$ cat src/rtl/alu_pkg.sv
// Shared ALU definitions: control-word encodings and the multiplier state enum.
package alu_pkg;

   // ALU control word {Ainvert, Binvert, operation[1:0]}
   localparam logic [3:0] ALU_AND = 4'b0000;
   localparam logic [3:0] ALU_OR  = 4'b0001;
   localparam logic [3:0] ALU_ADD = 4'b0010;
   localparam logic [3:0] ALU_SUB = 4'b0110;
   localparam logic [3:0] ALU_SLT = 4'b0111;

   typedef enum logic [1:0] {
      IDLE = 2'd0,
      CALC = 2'd1,
      DONE = 2'd2
   } mul_state_t;

endpackage

$ cat src/rtl/alu_mul_seq.sv
// Shift-and-add unsigned multiplier that borrows the external ripple ALU for its adds.
// Optional macro ALU_MUL_ZERO_SKIP_EN: a zero operand skips CALC and finishes immediately.
module alu_mul_seq
   import alu_pkg::*;
#(
   parameter int WIDTH = 32
) (
   input  logic                 clk_i,
   input  logic                 rst_i,
   input  logic                 start_i,
   input  logic [WIDTH-1:0]     a_i,
   input  logic [WIDTH-1:0]     b_i,
   output logic                 busy_o,
   output logic                 done_o,
   output logic [2*WIDTH-1:0]   product_o,
   output logic [WIDTH-1:0]     alu_src1_o,
   output logic [WIDTH-1:0]     alu_src2_o,
   output logic [3:0]           alu_ctrl_o,
   input  logic [WIDTH-1:0]     alu_result_i,
   input  logic                 alu_cout_i
);

   localparam int CNT_W = $clog2(WIDTH) + 1;

   mul_state_t         r_state;
   mul_state_t         w_state_next;
   logic [WIDTH-1:0]   r_m;
   logic [WIDTH-1:0]   r_q;
   logic [WIDTH-1:0]   r_hi;
   logic [WIDTH-1:0]   r_lo;
   logic [CNT_W-1:0]   r_cnt;
   logic               w_start_accept;
   logic               w_zero_op;

   assign w_start_accept = (r_state == IDLE) && start_i;

`ifdef ALU_MUL_ZERO_SKIP_EN
   assign w_zero_op = (a_i == '0) || (b_i == '0);
`else
   assign w_zero_op = 1'b0;
`endif

   always_ff @(posedge clk_i) begin
      if (rst_i) begin
         r_state <= IDLE;
      end else begin
         r_state <= w_state_next;
      end
   end

   always_comb begin
      w_state_next = r_state;
      case (r_state)
         IDLE: begin
            if (start_i) begin
               w_state_next = w_zero_op ? DONE : CALC;
            end
         end
         CALC: begin
            if (r_cnt == CNT_W'(1)) begin
               w_state_next = DONE;
            end
         end
         DONE:    w_state_next = IDLE;
         default: w_state_next = IDLE;
      endcase
   end

   // The ALU carry-out becomes bit 2W of the shift so no overflow is dropped.
   always_ff @(posedge clk_i) begin
      if (rst_i) begin
         r_m   <= '0;
         r_q   <= '0;
         r_hi  <= '0;
         r_lo  <= '0;
         r_cnt <= '0;
      end else if (w_start_accept) begin
         r_m   <= a_i;
         r_q   <= b_i;
         r_hi  <= '0;
         r_lo  <= '0;
         r_cnt <= CNT_W'(WIDTH);
      end else if (r_state == CALC) begin
         r_hi  <= {alu_cout_i, alu_result_i[WIDTH-1:1]};
         r_lo  <= {alu_result_i[0], r_lo[WIDTH-1:1]};
         r_q   <= {1'b0, r_q[WIDTH-1:1]};
         r_cnt <= r_cnt - CNT_W'(1);
      end
   end

   always_comb begin
      busy_o     = 1'b0;
      done_o     = 1'b0;
      alu_src1_o = '0;
      alu_src2_o = '0;
      alu_ctrl_o = ALU_ADD;
      case (r_state)
         CALC: begin
            busy_o     = 1'b1;
            alu_src1_o = r_hi;
            alu_src2_o = r_q[0] ? r_m : '0;
         end
         DONE:    done_o = 1'b1;
         default: ;
      endcase
   end

   assign product_o = {r_hi, r_lo};

endmodule

$ cat config.mk
export PLATFORM = sky130hd
export DESIGN_NAME = alu_mul_seq
export DESIGN_NICKNAME = d
export VERILOG_FILES = /design/src/rtl/alu_pkg.sv /design/src/rtl/alu_mul_seq.sv
export SDC_FILE = /design/constraint.sdc
export NUM_CORES = 1
export LEC_CHECK = 0
export BUFFER_PORTS_ARGS = -buffer_cell sky130_fd_sc_hd__buf_2
export CAP_MARGIN = 10
export CORE_ASPECT_RATIO = 0.8
export CORE_UTILIZATION = 47
export DETAILED_ROUTE_END_ITERATION = 16
export GPL_TIMING_DRIVEN = 1
export PLACE_DENSITY = 0.9
export SYNTH_ARGS = -nofsm -noshare
export SYNTH_HDL_FRONTEND = slang
export SYNTH_SLANG_ARGS = --single-unit
$ cat constraint.sdc
create_clock -name clk_i -period 1.54 [get_ports clk_i]
set_input_delay 0.154 -clock clk_i [delete_from_list [all_inputs] [get_ports clk_i]]
set_output_delay 0.154 -clock clk_i [all_outputs]
set_load 0.02 [all_outputs]
* Word level (Yosys, flattened, before mapping)
Cells that the tools add are included.
** Cells by class
- Eq/ne operators :: 5
- Add/sub/neg operators :: 1
- Muxes and demuxes :: 12
- Reductions and logical operators :: 5
** Operator list (number)
- $mux W32 :: 5
- $mux W6 :: 2
- $eq A6 B1 Y1 const B :: 1
- $sub A6 B1 Y6 const B :: 1
- $mux W2 :: 2
- $ne A2 B2 Y1 const B :: 2
- $pmux W2 S2 :: 1
- $eq A2 B1 Y1 const B :: 1
- $eq A2 B2 Y1 const B :: 1
- $logic_not A2 Y1 :: 1
- $mux W1 :: 2
- $reduce_and A2 Y1 :: 1
- $reduce_bool A2 Y1 :: 1
- $reduce_or A2 Y1 :: 1
- $logic_and A1 B1 Y1 :: 1
** Word-level totals
- Logic and storage cells :: 30
- Output and inout bits :: 134
- Flip-flop bits (word level) :: 136

* Logic depth before layout (Yosys ltp)
Gate-level depths: netlist (run 1).
- Depth after elaboration :: 3
- Depth in mapped cells :: 7
- Mapped depth without buffers :: 5

* Worst setup path after synthesis (run 1)
Ideal clock, no wire load.
- Kind :: flip-flop to output port
- Start :: register r_state[1]
- End :: output port alu_src1_o[22]
- Path slack :: 0.110 ns
- Stages on the path, launching flop included :: 6
- Buffers on the path :: 2
- Arrival :: 1.276 ns
- Cells stage by stage :: dfxtp_1 > nand2b_1 > buf_4 > inv_2 > clkbuf_1 > and2_1
** On the way
- Word-level cells in the longest chain between the ends :: 2
** RTL lines
- start: declaration :: RTL line alu_mul_seq.sv:25 : mul_state_t r_state;
- start signal: assignment :: RTL line alu_mul_seq.sv:47 : r_state <= w_state_next;
- $eq A2 B1 Y1 :: RTL line alu_mul_seq.sv:97 : case (r_state)
- $mux W32 :: RTL line alu_mul_seq.sv:97
- end: declaration :: RTL line alu_mul_seq.sv:16 : output logic [WIDTH-1:0] alu_src1_o,
Every way passes these cells.

* Worst setup path after layout (run 1)
- Start :: register r_state[1]
- End :: output port alu_src2_o[12]
** On the way
- Word-level cells in the longest chain between the ends :: 2
** RTL lines
- $eq A2 B1 Y1 :: RTL line alu_mul_seq.sv:97
- $mux W32 :: RTL line alu_mul_seq.sv:97
- end: declaration :: RTL line alu_mul_seq.sv:17 : output logic [WIDTH-1:0] alu_src2_o,
Every way passes these cells.

==> results of run 1 <==
## Yosys cell counts (all sizes together) (2+ instances only)
cell type  count
clkbuf        27
nor2           3
nor3           2
dfxtp        136
and2          32
a21oi        132
and3          32
conb           2
nand2        226
buf           35
nand2b         3
a22oi         31
inv            3
ha             2
## cell type report
cell class / count / share of cell area
repair inverters: 1 / 0.000447
multi-input cells: 484 / 0.284
flip-flops and latches: 136 / 0.325
well taps: 144 / 0.0214
inverters: 3 / 0.00223
clock inverters: 11 / 0.0146
repair buffers: 326 / 0.298
clock buffers: 21 / 0.0548
## power by group through the flow
stage	clock network [W]	registers (W)	logic (W)
floorplan	0	0.00388	0.000623
global placement	0	0.00385	0.000946
detailed placement	0	0.00386	0.000961
CTS	0.00401	0.00378	0.00122
global route	0.00417	0.00380	0.00146
finish	0.00396	0.00379	0.00136
## worst min-delay path by stage
stage	from	end	slack (ns)	depth (start not counted)
after floorplan	alu_cout_i	r_hi[31]$_SDFFE_PP0P_	0.29	2
after global placement	alu_result_i[4]	r_hi[3]$_SDFFE_PP0P_	0.39	3
after detailed placement	alu_result_i[2]	r_hi[1]$_SDFFE_PP0P_	0.40	3
after CTS	alu_result_i[29]	r_hi[28]$_SDFFE_PP0P_	0.004	3
after global routing	a_i[10]	r_m[10]$_SDFFE_PP0P_	0.00008	3
final	a_i[10]	r_m[10]$_SDFFE_PP0P_	0.01	3
## worst reg2reg max path, cell delays in order (launching register included)
cell	delay [ns]
dfxtp_2	0.31
buf_4	0.13
buf_4	0.14
nor3b_4	0.24
buf_4	0.18
buf_8	0.17
nand2_1	0.09
a21oi_1	0.14
## kinds of logic (layout without fill, tap and decap cells)
kind of cell / Yosys count / after routing / synth area share
and+or+nand+nor: 308 / 308 / 0.251
AOI/OAI and AO/OA: 169 / 169 / 0.173
DFF: 136 / 136 / 0.501
buffers and inverters: 65 / 362 / 0.0677
adders and majority gates: 2 / 2 / 0.00460
other: 2 / 4 / 0.00138
xor gates and xnor gates: 1 / 1 / 0.00161
## through the flow
stage / worst slack (ns) / hold WS (ns) / cells
after floorplan: 0.110 / 0.286 / 685
after global placement: 0.124 / 0.394 / 1012
after detailed placement: 0.0614 / 0.400 / 1012
after CTS: -0.0934 / 0.00366 / 1118
after global routing: -0.148 / 0.0000829 / 1126
final: -0.101 / 0.0114 / 1126
## metal layers
metal,vias up,wire length (microns)
met4,0,641
met5,-,0
li1,2834,-
met3,63,1620
met1,2769,7210
met2,350,8970
## cell usage in the layout, fill, tap and decap left out, types with 2 or more instances in the layout
master / n
and3_1: 32
buf_8: 2
a21oi_1: 132
clkbuf_16: 20
conb_1: 4
dfxtp_1: 134
inv_1: 2
clkbuf_8: 2
dlygate4sd3_1: 62
clkbuf_1: 2
clkinvlp_4: 4
nor2_1: 3
buf_2: 164
ha_1: 2
buf_12: 7
buf_16: 2
a22oi_1: 31
clkinv_2: 3
buf_4: 61
nand2_1: 226
and2_4: 3
nand2b_4: 2
bufinv_16: 2
and2_1: 29
nor3_1: 2
buf_6: 24
## repair_timing
item | CTS | global route
pin swaps | 1 | 1
buffers inserted | 8 | 2
hold buffers | 62 | 0
setup endpoints to repair | 65 | 175
hold endpoints to repair | 62 | 0
gates resized for setup | 97 | 11
gates cloned | 4 | 6
## registers in the layout, summed over array words and instances (netlist names)
signal / cells
r_state: 2
r_lo: 32
r_cnt: 6
r_m: 32
r_q: 32
r_hi: 32
==> metrics.md, run 1 <==
| Metric | Value |
|---|---|
| Outcome | `finished, violations left` |
| Failing checks | `setup timing` |
| Startpoint types | `flip-flop` |
| CTS tree | `built` |
| Internal power | `0.00677 W` |
| Routing usage on met3 | `0.0754` |
| Mapped cell area | `5440 sq um` |
| Setup CP Type | `reg2out` |
| Clock network power share | `0.435` |
| Die H | `98.2 microns` |
| Peak supply drop | `0.000933 V` |
| Layout area overhead | `54.7%` |
| Starting DRT DRC Count | `517` |
| Clock Root Buffer | `clkbuf_16` |
| Synthesized area per cell | `7.96 sq um` |
| GRT met1 Usage | `0.346` |
| Clk sinks | `136` |
| Final Cell Area | `8410 sq um` |
| CP endpoint kind | `primary output` |
| Main area contributors after synthesis | `dfxtp_1, nand2_1, a21oi_1, a22oi_1, and2_1` |
| Top cell type by total area after synthesis | `dfxtp_1` |
| Delay-heaviest family, CP | `buffers and inverters` |
| Crit-path max cell delay | `0.31 ns` |
| Layout cells sized above 1 | `0.312` |
| Ys flop type | `dfxtp_1` |
| # rows | `34` |
| Worst-Skew Late Latency | `0.41 ns` |
| HPWL after DPL | `9170 microns` |
| CTS Buf Count | `17` |
| Die W | `122 microns` |
| Clock transition at path regs | `0.06 ns` |
| Post-synth EDFFs | `0` |
| R2R Path Start | `r_state[1]$_SDFFE_PP0P_` |
| Seq/Total Area, Yosys | `0.501` |
| Syn. warnings | `0` |
| Drt via density | `5.34` |
| Starting Density | `0.491` |
| Fmax | `0.609 GHz` |
| Switching pwr | `0.00234 W` |
| Reg2Reg Depth | `7` |
| CP Launch Point | `r_state[1]$_SDFFE_PP0P_` |
| Cell count after synthesis | `683` |
| Worst Skew | `0.00548 ns` |
| H-tree depth | `4` |
| CP Buf/Inv Count | `3` |
| DR WL/cell | `16.4 microns` |
| GR peak layer | `met2` |
| Die area | `12000 sq um` |
| Worst Slack Setup Final | `-0.101 ns` |
| Critical path's slowest cell | `dfxtp_2` |
| Final Hold Vio Count | `0` |
| Cell count along the critical path | `5` |
| I/O Pins | `234` |
| Setup tns final | `-3.14 ns` |
| Number of port buffers | `229` |
| Fin crit period | `1.64 ns` |
| Final nets | `1071` |
| Final Max Slew Viols | `0` |
| Initial antenna violation count | `0` |
| Area of the multi-input gates | `2390 sq um` |
| Switching share of power | `0.257` |
| Seq pwr share | `0.416` |
| Routed Antenna Nets | `0` |
| Ant diodes | `0` |
| Worst Path Max Fanout | `19` |
| GRT Total Usage | `0.288` |
| Largest net degree at the start of global routing | `70` |
| HP Class | `in2reg` |
| RSZ-0062 raised after global routing | `true` |
| Asr flop ratio synth | `0` |
| Router iterations before antenna repair | `6` |
| Endpoints failing setup | `64` |
| Logic pwr share | `0.149` |
| Vias in the first global route | `5625` |
| Power per cell area | `1080 nW/um^2` |
| CP arrival | `1.49 ns` |
| Met2 Track Usage GR | `0.474` |
| FILL cells | `735` |
| Leakage | `3.81 nW` |
| Worst flop-to-flop path endpoint | `r_m[15]$_SDFFE_PP0P_` |
| Synth cell types | `37` |
| Residual DRC | `0` |
| Fin util | `0.760` |
| Synthesized flop and latch total | `136` |
| Clk buf depth | `2` |
| Period utilisation layout | `1.07` |
| Core Region | `11100 sq um` |
| Post-Place Cell Area | `6620 sq um` |
| First-pass GRT wire length | `27400 microns` |
| Worst setup endpoint | `alu_src2_o[12]` |
| Final RePlAce weighted congestion | `0.771` |
| Via count | `6016` |
| FF/Latch Area | `2730 sq um` |
| Required time of the critical path | `1.39 ns` |
| Power, Total | `0.00911 W` |
| Max-cap violations | `0` |
| Top cell type's share of synthesized area | `0.501` |
| Global route overflow | `0` |
| Reg2reg setup slack | `0.05 ns` |
| Post-Route WL | `18400 microns` |
| Crit path cell chain | `nand2b_4 > inv_8 > buf_12 > and3_1 > buf_4` |
Power figures use the tool's default switching activity.
==> run 2, diff against run 1 <==
--- a/config.mk
+++ b/config.mk
@@ -12,6 +12,8 @@
 export DETAILED_ROUTE_END_ITERATION = 16
 export GPL_TIMING_DRIVEN = 1
 export PLACE_DENSITY = 0.9
+export SETUP_SLACK_MARGIN = 0.2
+export SLEW_MARGIN = 5
 export SYNTH_ARGS = -nofsm -noshare
 export SYNTH_HDL_FRONTEND = slang
 export SYNTH_SLANG_ARGS = --single-unit
==> run 2 against run 1 <==
  * The run still ends with setup timing left
  * Hold slack improved by 0.015 ns
  * First-iteration DRC count increased by 13%
  * Non-clock buffer count increased by 20
  * Largest cell class is now non-clock buffers
  * Design area increased by 9.8%
  * Clock skew increased by 0.00074 ns
  * Sequential share of layout area decreased by 2.9 points
  * Highest routed layer unchanged
  * Global-route usage increased by 4.9 points
  * Largest power group unchanged
  * Total power increased by 3.4%
  * Wire length increased by 13%
  * Register-to-register slack got worse by 0.13 ns
==> metrics.md, run 2 (synthesized netlist as in run 1, its figures left out) <==
| Metric | Value |
|---|---|
| DR WL/cell | `18.2 microns (+11%)` |
| CP endpoint kind | `primary output` |
| Die H | `98.2 microns (unchanged)` |
| CP Buf/Inv Count | `3 (unchanged)` |
| Crit-path max cell delay | `0.32 ns (about the same)` |
| Global route overflow | `0 (unchanged)` |
| Max-cap violations | `0 (unchanged)` |
| Final Hold Vio Count | `0 (unchanged)` |
| Largest net degree at the start of global routing | `68 (-2.9%)` |
| Residual DRC | `0 (unchanged)` |
| FF/Latch Area | `2730 sq um (unchanged)` |
| Clock Root Buffer | `clkbuf_16` |
| Peak supply drop | `0.000935 V (+0.22%)` |
| Core Region | `11100 sq um (unchanged)` |
| Fmax | `0.605 GHz (-0.73%)` |
| Die W | `122 microns (unchanged)` |
| CTS tree | `built` |
| Number of port buffers | `229 (unchanged)` |
| Worst Slack Setup Final | `-0.113 ns (-0.0121 ns)` |
| Setup tns final | `-5.86 ns (-2.72 ns)` |
| Most frequent cells in the layout | `nand2_1, buf_2, dfxtp_1, a21oi_1, dlygate4sd3_1` |
| Worst Skew | `0.00622 ns (+0.000741 ns)` |
| Power per cell area | `1020 nW/um^2 (-5.8%)` |
| Initial antenna violation count | `1 (+1)` |
| HPWL after DPL | `9560 microns (+4.2%)` |
| Layout area overhead | `69.8%` |
| Required time of the critical path | `1.39 ns (about the same)` |
| Crit path cell chain | `nand2b_4 > inv_8 > buf_4 > and3_2 > buf_4` |
| First-pass GRT wire length | `31500 microns (+15%)` |
| Clock transition at path regs | `0.06 ns (about the same)` |
| FILL cells | `595 (-19%)` |
| Layout cells sized above 1 | `0.398 (+0.0860)` |
| CTS Buf Count | `17 (unchanged)` |
| HP Class | `in2reg` |
| Commonest non-fill, non-tap cell in the layout | `nand2_1` |
| H-tree depth | `4 (unchanged)` |
| Leakage | `4.11 nW (+7.6%)` |
| Delay-heaviest family, CP | `buffers and inverters` |
| DP Worst Slack | `0.0558 ns (-0.00561 ns)` |
| # rows | `34 (unchanged)` |
| Clk buf depth | `2 (unchanged)` |
| Die area | `12000 sq um (unchanged)` |
| Router iterations before antenna repair | `5 (-1)` |
| Worst-Skew Late Latency | `0.40 ns (about the same)` |
| RSZ-0062 raised after global routing | `true` |
| Startpoint types | `flip-flop` |
| Area of the multi-input gates | `2550 sq um (+6.9%)` |
| Vias in the first global route | `6171 (+9.7%)` |
| Failing checks | `setup timing` |
| Fin crit period | `1.65 ns (+0.0121 ns)` |
| Fin util | `0.834 (+0.0742)` |
| CP arrival | `1.50 ns (about the same)` |
| CP most frequent cell | `buf_4` |
| Routed Antenna Nets | `0 (unchanged)` |
| Post-Route WL | `20900 microns (+13%)` |
| GRT Total Usage | `0.337 (+0.0493)` |
| Critical path's slowest cell | `dfxtp_2` |
| Clk sinks | `136 (unchanged)` |
| Starting Density | `0.491 (unchanged)` |
| Outcome | `finished, violations left` |
| Period utilisation layout | `1.07 (+0.00787)` |
| Final Max Slew Viols | `0 (unchanged)` |
| Via count | `6346 (+5.5%)` |
| Final RePlAce weighted congestion | `0.775 (+0.56%)` |
| Endpoints failing setup | `118 (+84%)` |
| Drt via density | `5.54 (+3.6%)` |
| Starting DRT DRC Count | `585 (+13%)` |
| Final nets | `1090 (+1.8%)` |
| Worst Path Max Fanout | `8 (-11)` |
| Setup CP Type | `reg2out` |
| I/O Pins | `234 (unchanged)` |
run 2: report_power, final:
part	internal (W)	switching, W	leakage [nW]	total [W]
combinational	0.000860	0.000844	2.72	0.00170
sequential	0.00368	0.000118	1.11	0.00380
clock	0.00233	0.00157	0.278	0.00391
total	0.00688	0.00254	4.11	0.00941
run 2: per-layer routing:
metal	up-vias	track usage	part of all wire
li1	2889	-	-
met1	3046	0.400	0.40
met2	337	0.553	0.48
met3	74	0.0975	0.079
met4	0	0.168	0.042
met5	-	0	0
run 2: worst min-delay path: cells and delay by family:
| kind | cells | cell delay [ns] |
|---|---|---|
| buffers and inverters | 1 | 0.10 |
| and+or+nand+nor | 1 | 0.06 |
| AOI/OAI and AO/OA | 1 | 0.06 |
run 2: final cells by class:
class / instances / area share
antenna: 1 / 0.000271
clock buffer: 20 / 0.0495
clock inverter: 12 / 0.0126
inverter: 3 / 0.00203
multi-input combinational: 484 / 0.277
sequential: 136 / 0.296
tap: 144 / 0.0195
timing repair buffer: 346 / 0.344
run 2: per-stage QoR:
step	instance area, sq um	hold WS (ns)	total power [W]	std cells
2_1_floorplan	5530	0.286	0.00451	685
3_3_place_gp	6750	0.394	0.00483	1018
3_5_place_dp	6750	0.401	0.00486	1018
4_1_cts	9090	0.000222	0.00930	1142
5_1_grt	9230	0.00657	0.00972	1146
6_report	9230	0.0267	0.00941	1146
run 2: timing repair:
item | in CTS | in global routing
gates cloned | 17 | 1
resized for setup | 170 | 23
hold endpoints to repair | 59 | 0
pin swaps | 9 | 15
hold buffers | 59 | 0
setup buffers | 16 | 2
setup endpoints to repair | 168 | 200
run 2: path summary, 6_finish.rpt:
check / startpoint / endpoint / slack, ns / cells past startpoint
min: alu_result_i[29] / r_hi[28]$_SDFFE_PP0P_ / 0.03 / 3
min reg2reg: r_lo[0]$_SDFFE_PP0P_ / r_lo[0]$_SDFFE_PP0P_ / 0.45 / 2
max: r_state[1]$_SDFFE_PP0P_ / alu_src2_o[0] / -0.11 / 5
max reg2reg: r_state[1]$_SDFFE_PP0P_ / r_hi[21]$_SDFFE_PP0P_ / -0.08 / 7
==> run 3, diff against run 2 <==
--- a/config.mk
+++ b/config.mk
@@ -13,7 +13,7 @@
 export GPL_TIMING_DRIVEN = 1
 export PLACE_DENSITY = 0.9
 export SETUP_SLACK_MARGIN = 0.2
-export SLEW_MARGIN = 5
+export SLEW_MARGIN = 10
 export SYNTH_ARGS = -nofsm -noshare
 export SYNTH_HDL_FRONTEND = slang
 export SYNTH_SLANG_ARGS = --single-unit
==> constraint.sdc (replaced) <==
create_clock -name clk_i -period 1.54 [get_ports clk_i]
set_input_delay 0 -clock clk_i [delete_from_list [all_inputs] [get_ports clk_i]]
set_output_delay 0 -clock clk_i [all_outputs]
set_load 0.02 [all_outputs]
==> run 3 against run 2 <==
  * Count of clock-buffer cells in the layout decreased by 1
  * Wire length shrank 1.6%
  * Register-to-register slack better by 0.11 ns
  * The flow still finishes with violations (setup timing)
  * Sequential cell count unchanged
  * Final cell count increased by 0.44%
  * Maximum frequency up 3.9%
  * Critical path depth rose by 1
  * Hold slack got worse by 0.0063 ns
  * Combinational power fell by 15%
  * Die area stayed put
  * Setup slack better by 0.062 ns
  * Via count rose by 0.24%
==> metrics.md, run 3 (synthesized netlist as in run 1, its figures left out) <==
| Metric | Value |
|---|---|
| Internal power | `0.00681 W (-1.0%)` |
| Post-Route WL | `20500 microns (-1.6%)` |
| Die area | `12000 sq um (unchanged)` |
| HP Class | `in2reg` |
| Period utilisation layout | `1.03 (-0.0405)` |
| H-tree depth | `4 (unchanged)` |
| Endpoints failing setup | `28 (-76%)` |
| Drt via density | `5.53 (-0.20%)` |
| HPWL after DPL | `9360 microns (-2.1%)` |
| CTS Buf Count | `17 (unchanged)` |
| Fmax | `0.629 GHz (+3.9%)` |
| I/O Pins | `234 (unchanged)` |
| Clock transition at path regs | `0.06 ns (about the same)` |
| Starting DRT DRC Count | `527 (-9.9%)` |
| Layout cells sized above 1 | `0.329 (-0.0689)` |
| Global route overflow | `0 (unchanged)` |
| R2R Path Start | `r_state[1]$_SDFFE_PP0P_` |
| DR WL/cell | `17.8 microns (-2.0%)` |
| Clock Root Buffer | `clkbuf_16` |
| Final Hold Vio Count | `0 (unchanged)` |
| Leakage | `3.96 nW (-3.5%)` |
| GRT Total Usage | `0.307 (-0.0303)` |
| CP endpoint kind | `primary output` |
| FILL cells | `624 (+4.9%)` |
| Die H | `98.2 microns (unchanged)` |
| Post-Place Cell Area | `6630 sq um (-1.8%)` |
| RSZ-0062 raised after global routing | `true` |
| Power per cell area | `1030 nW/um^2 (+0.68%)` |
| Largest net degree at the start of global routing | `66 (-2.9%)` |
| Number of port buffers | `229 (unchanged)` |
| Final Max Slew Viols | `0 (unchanged)` |
| Final Cell Area | `8950 sq um (-3.0%)` |
| Clk sinks | `136 (unchanged)` |
| Finished Layout Cells | `1151 (+0.44%)` |
| Starting Density | `0.491 (unchanged)` |
| CP arrival | `1.59 ns (+0.09 ns)` |
| # rows | `34 (unchanged)` |
| Routed Antenna Nets | `0 (unchanged)` |
| Clk buf depth | `2 (unchanged)` |
| Final RePlAce weighted congestion | `0.773 (-0.34%)` |
| Switching share of power | `0.260 (-0.00970)` |
| Die W | `122 microns (unchanged)` |
| Setup CP Type | `reg2out` |
| Startpoint types | `flip-flop` |
| Worst Path Max Fanout | `10 (+2)` |
| Most frequent cells in the layout | `nand2_1, buf_2, dfxtp_1, a21oi_1, dlygate4sd3_1` |
| Required time of the critical path | `1.54 ns (+0.15 ns)` |
| Worst flop-to-flop path endpoint | `r_hi[15]$_SDFFE_PP0P_` |
| CTS tree | `built` |
| First-pass GRT wire length | `28900 microns (-8.1%)` |
| Commonest non-fill, non-tap cell in the layout | `nand2_1` |
| Peak supply drop | `0.000776 V (-17%)` |
| Router iterations before antenna repair | `7 (+2)` |
| Layout area overhead | `64.7%` |
| Initial antenna violation count | `0 (-1)` |
| Reg2Reg Depth | `8 (+1)` |
| Final nets | `1098 (+0.73%)` |
| Reg2reg setup slack | `0.03 ns (+0.11 ns)` |
| Hold Startpoint | `rst_i` |
| Worst hold stages | `2 (-1)` |
| Cells after DPL | `1010 (-0.79%)` |
| End of the worst hold path | `r_q[12]$_SDFFE_PP0P_` |
| Clock network power share | `0.428 (+0.013)` |
| Outcome | `finished, violations left` |
| Worst-Skew Late Latency | `0.41 ns (about the same)` |
| Core Region | `11100 sq um (unchanged)` |
| Vias in the first global route | `5873 (-4.8%)` |
| Switching pwr | `0.00239 W (-5.8%)` |
| Seq pwr share | `0.414 (+0.010)` |
| Residual DRC | `0 (unchanged)` |
| Via count | `6361 (+0.24%)` |
| Worst Skew | `0.00776 ns (+0.00154 ns)` |
| Worst Slack Setup Final | `-0.0504 ns (+0.0624 ns)` |
| Fin crit period | `1.59 ns (-0.0624 ns)` |
| Failing checks | `setup timing` |
| Logic pwr share | `0.158 (-0.023)` |
| Max-cap violations | `0 (unchanged)` |
| Ant diodes | `0 (-1)` |
## run 3: layout make-up
type                       count  area, sq um  area share
clock inverter                11          124      0.0138
inverter                       3         18.8     0.00210
timing repair buffer         354         2950       0.330
tap                          144          180      0.0201
clock buffer                  19          453      0.0506
multi-input combinational    484         2500       0.279
sequential                   136         2730       0.304
## run 3: power by group through the flow
stage	Clock, W	Combinational [W]	Sequential, W
4_1_cts	0.00396	0.00130	0.00378
3_3_place_gp	0	0.000959	0.00385
2_1_floorplan	0	0.000628	0.00388
3_5_place_dp	0	0.000972	0.00386
6_report	0.00394	0.00145	0.00380
5_1_grt	0.00415	0.00155	0.00381
## run 3: metal layers
metal	wire [microns]	track usage
met1	7570	0.339
met2	10200	0.522
met3	1790	0.0946
met4	986	0.167
met5	0	0
## run 3: how the worst max path moves through the flow
stage / start / end / slack (ns)
floorplan: r_state[1]$_SDFFE_PP0P_ / r_hi[12]$_SDFFE_PP0P_ / 0.18
global placement: r_state[1]$_SDFFE_PP0P_ / r_q[31]$_SDFFE_PP0P_ / 0.19
detailed placement: r_state[0]$_SDFFE_PP0P_ / r_q[17]$_SDFFE_PP0P_ / 0.15
CTS: r_state[1]$_SDFFE_PP0P_ / alu_src1_o[11] / -0.02
global route: r_state[1]$_SDFFE_PP0P_ / alu_src1_o[14] / -0.09
finish: r_state[1]$_SDFFE_PP0P_ / alu_src1_o[14] / -0.05
## run 3: critical path: stages (launching register included)
cell      delay, ns
dfxtp_4        0.35
nand2b_4       0.17
inv_8          0.09
buf_12         0.14
buf_16         0.13
and2_1         0.16
buf_6          0.13
## run 3: what timing repair did
action / CTS / global route
gates resized for setup: 123 / 56
setup buffers: 5 / 3
setup endpoints to repair: 108 / 177
pin swaps: 1 / 9
hold endpoints to repair: 97 / 0
hold buffers: 97 / 0
gates cloned: 3 / 3
## run 3: stage by stage
step | total power, W | worst slack (ns) | utilization | hold WS [ns] | TNS [ns]
after floorplan | 0.00450 | 0.184 | - | 0.132 | 0
after global placement | 0.00480 | 0.187 | 0.599 | 0.241 | 0
after detailed placement | 0.00483 | 0.155 | 0.599 | 0.245 | 0
after CTS | 0.00904 | -0.0237 | 0.784 | 0.00155 | -0.495
after global routing | 0.00951 | -0.0941 | 0.810 | 0.0356 | -2.35
final | 0.00920 | -0.0504 | 0.810 | 0.0205 | -0.507
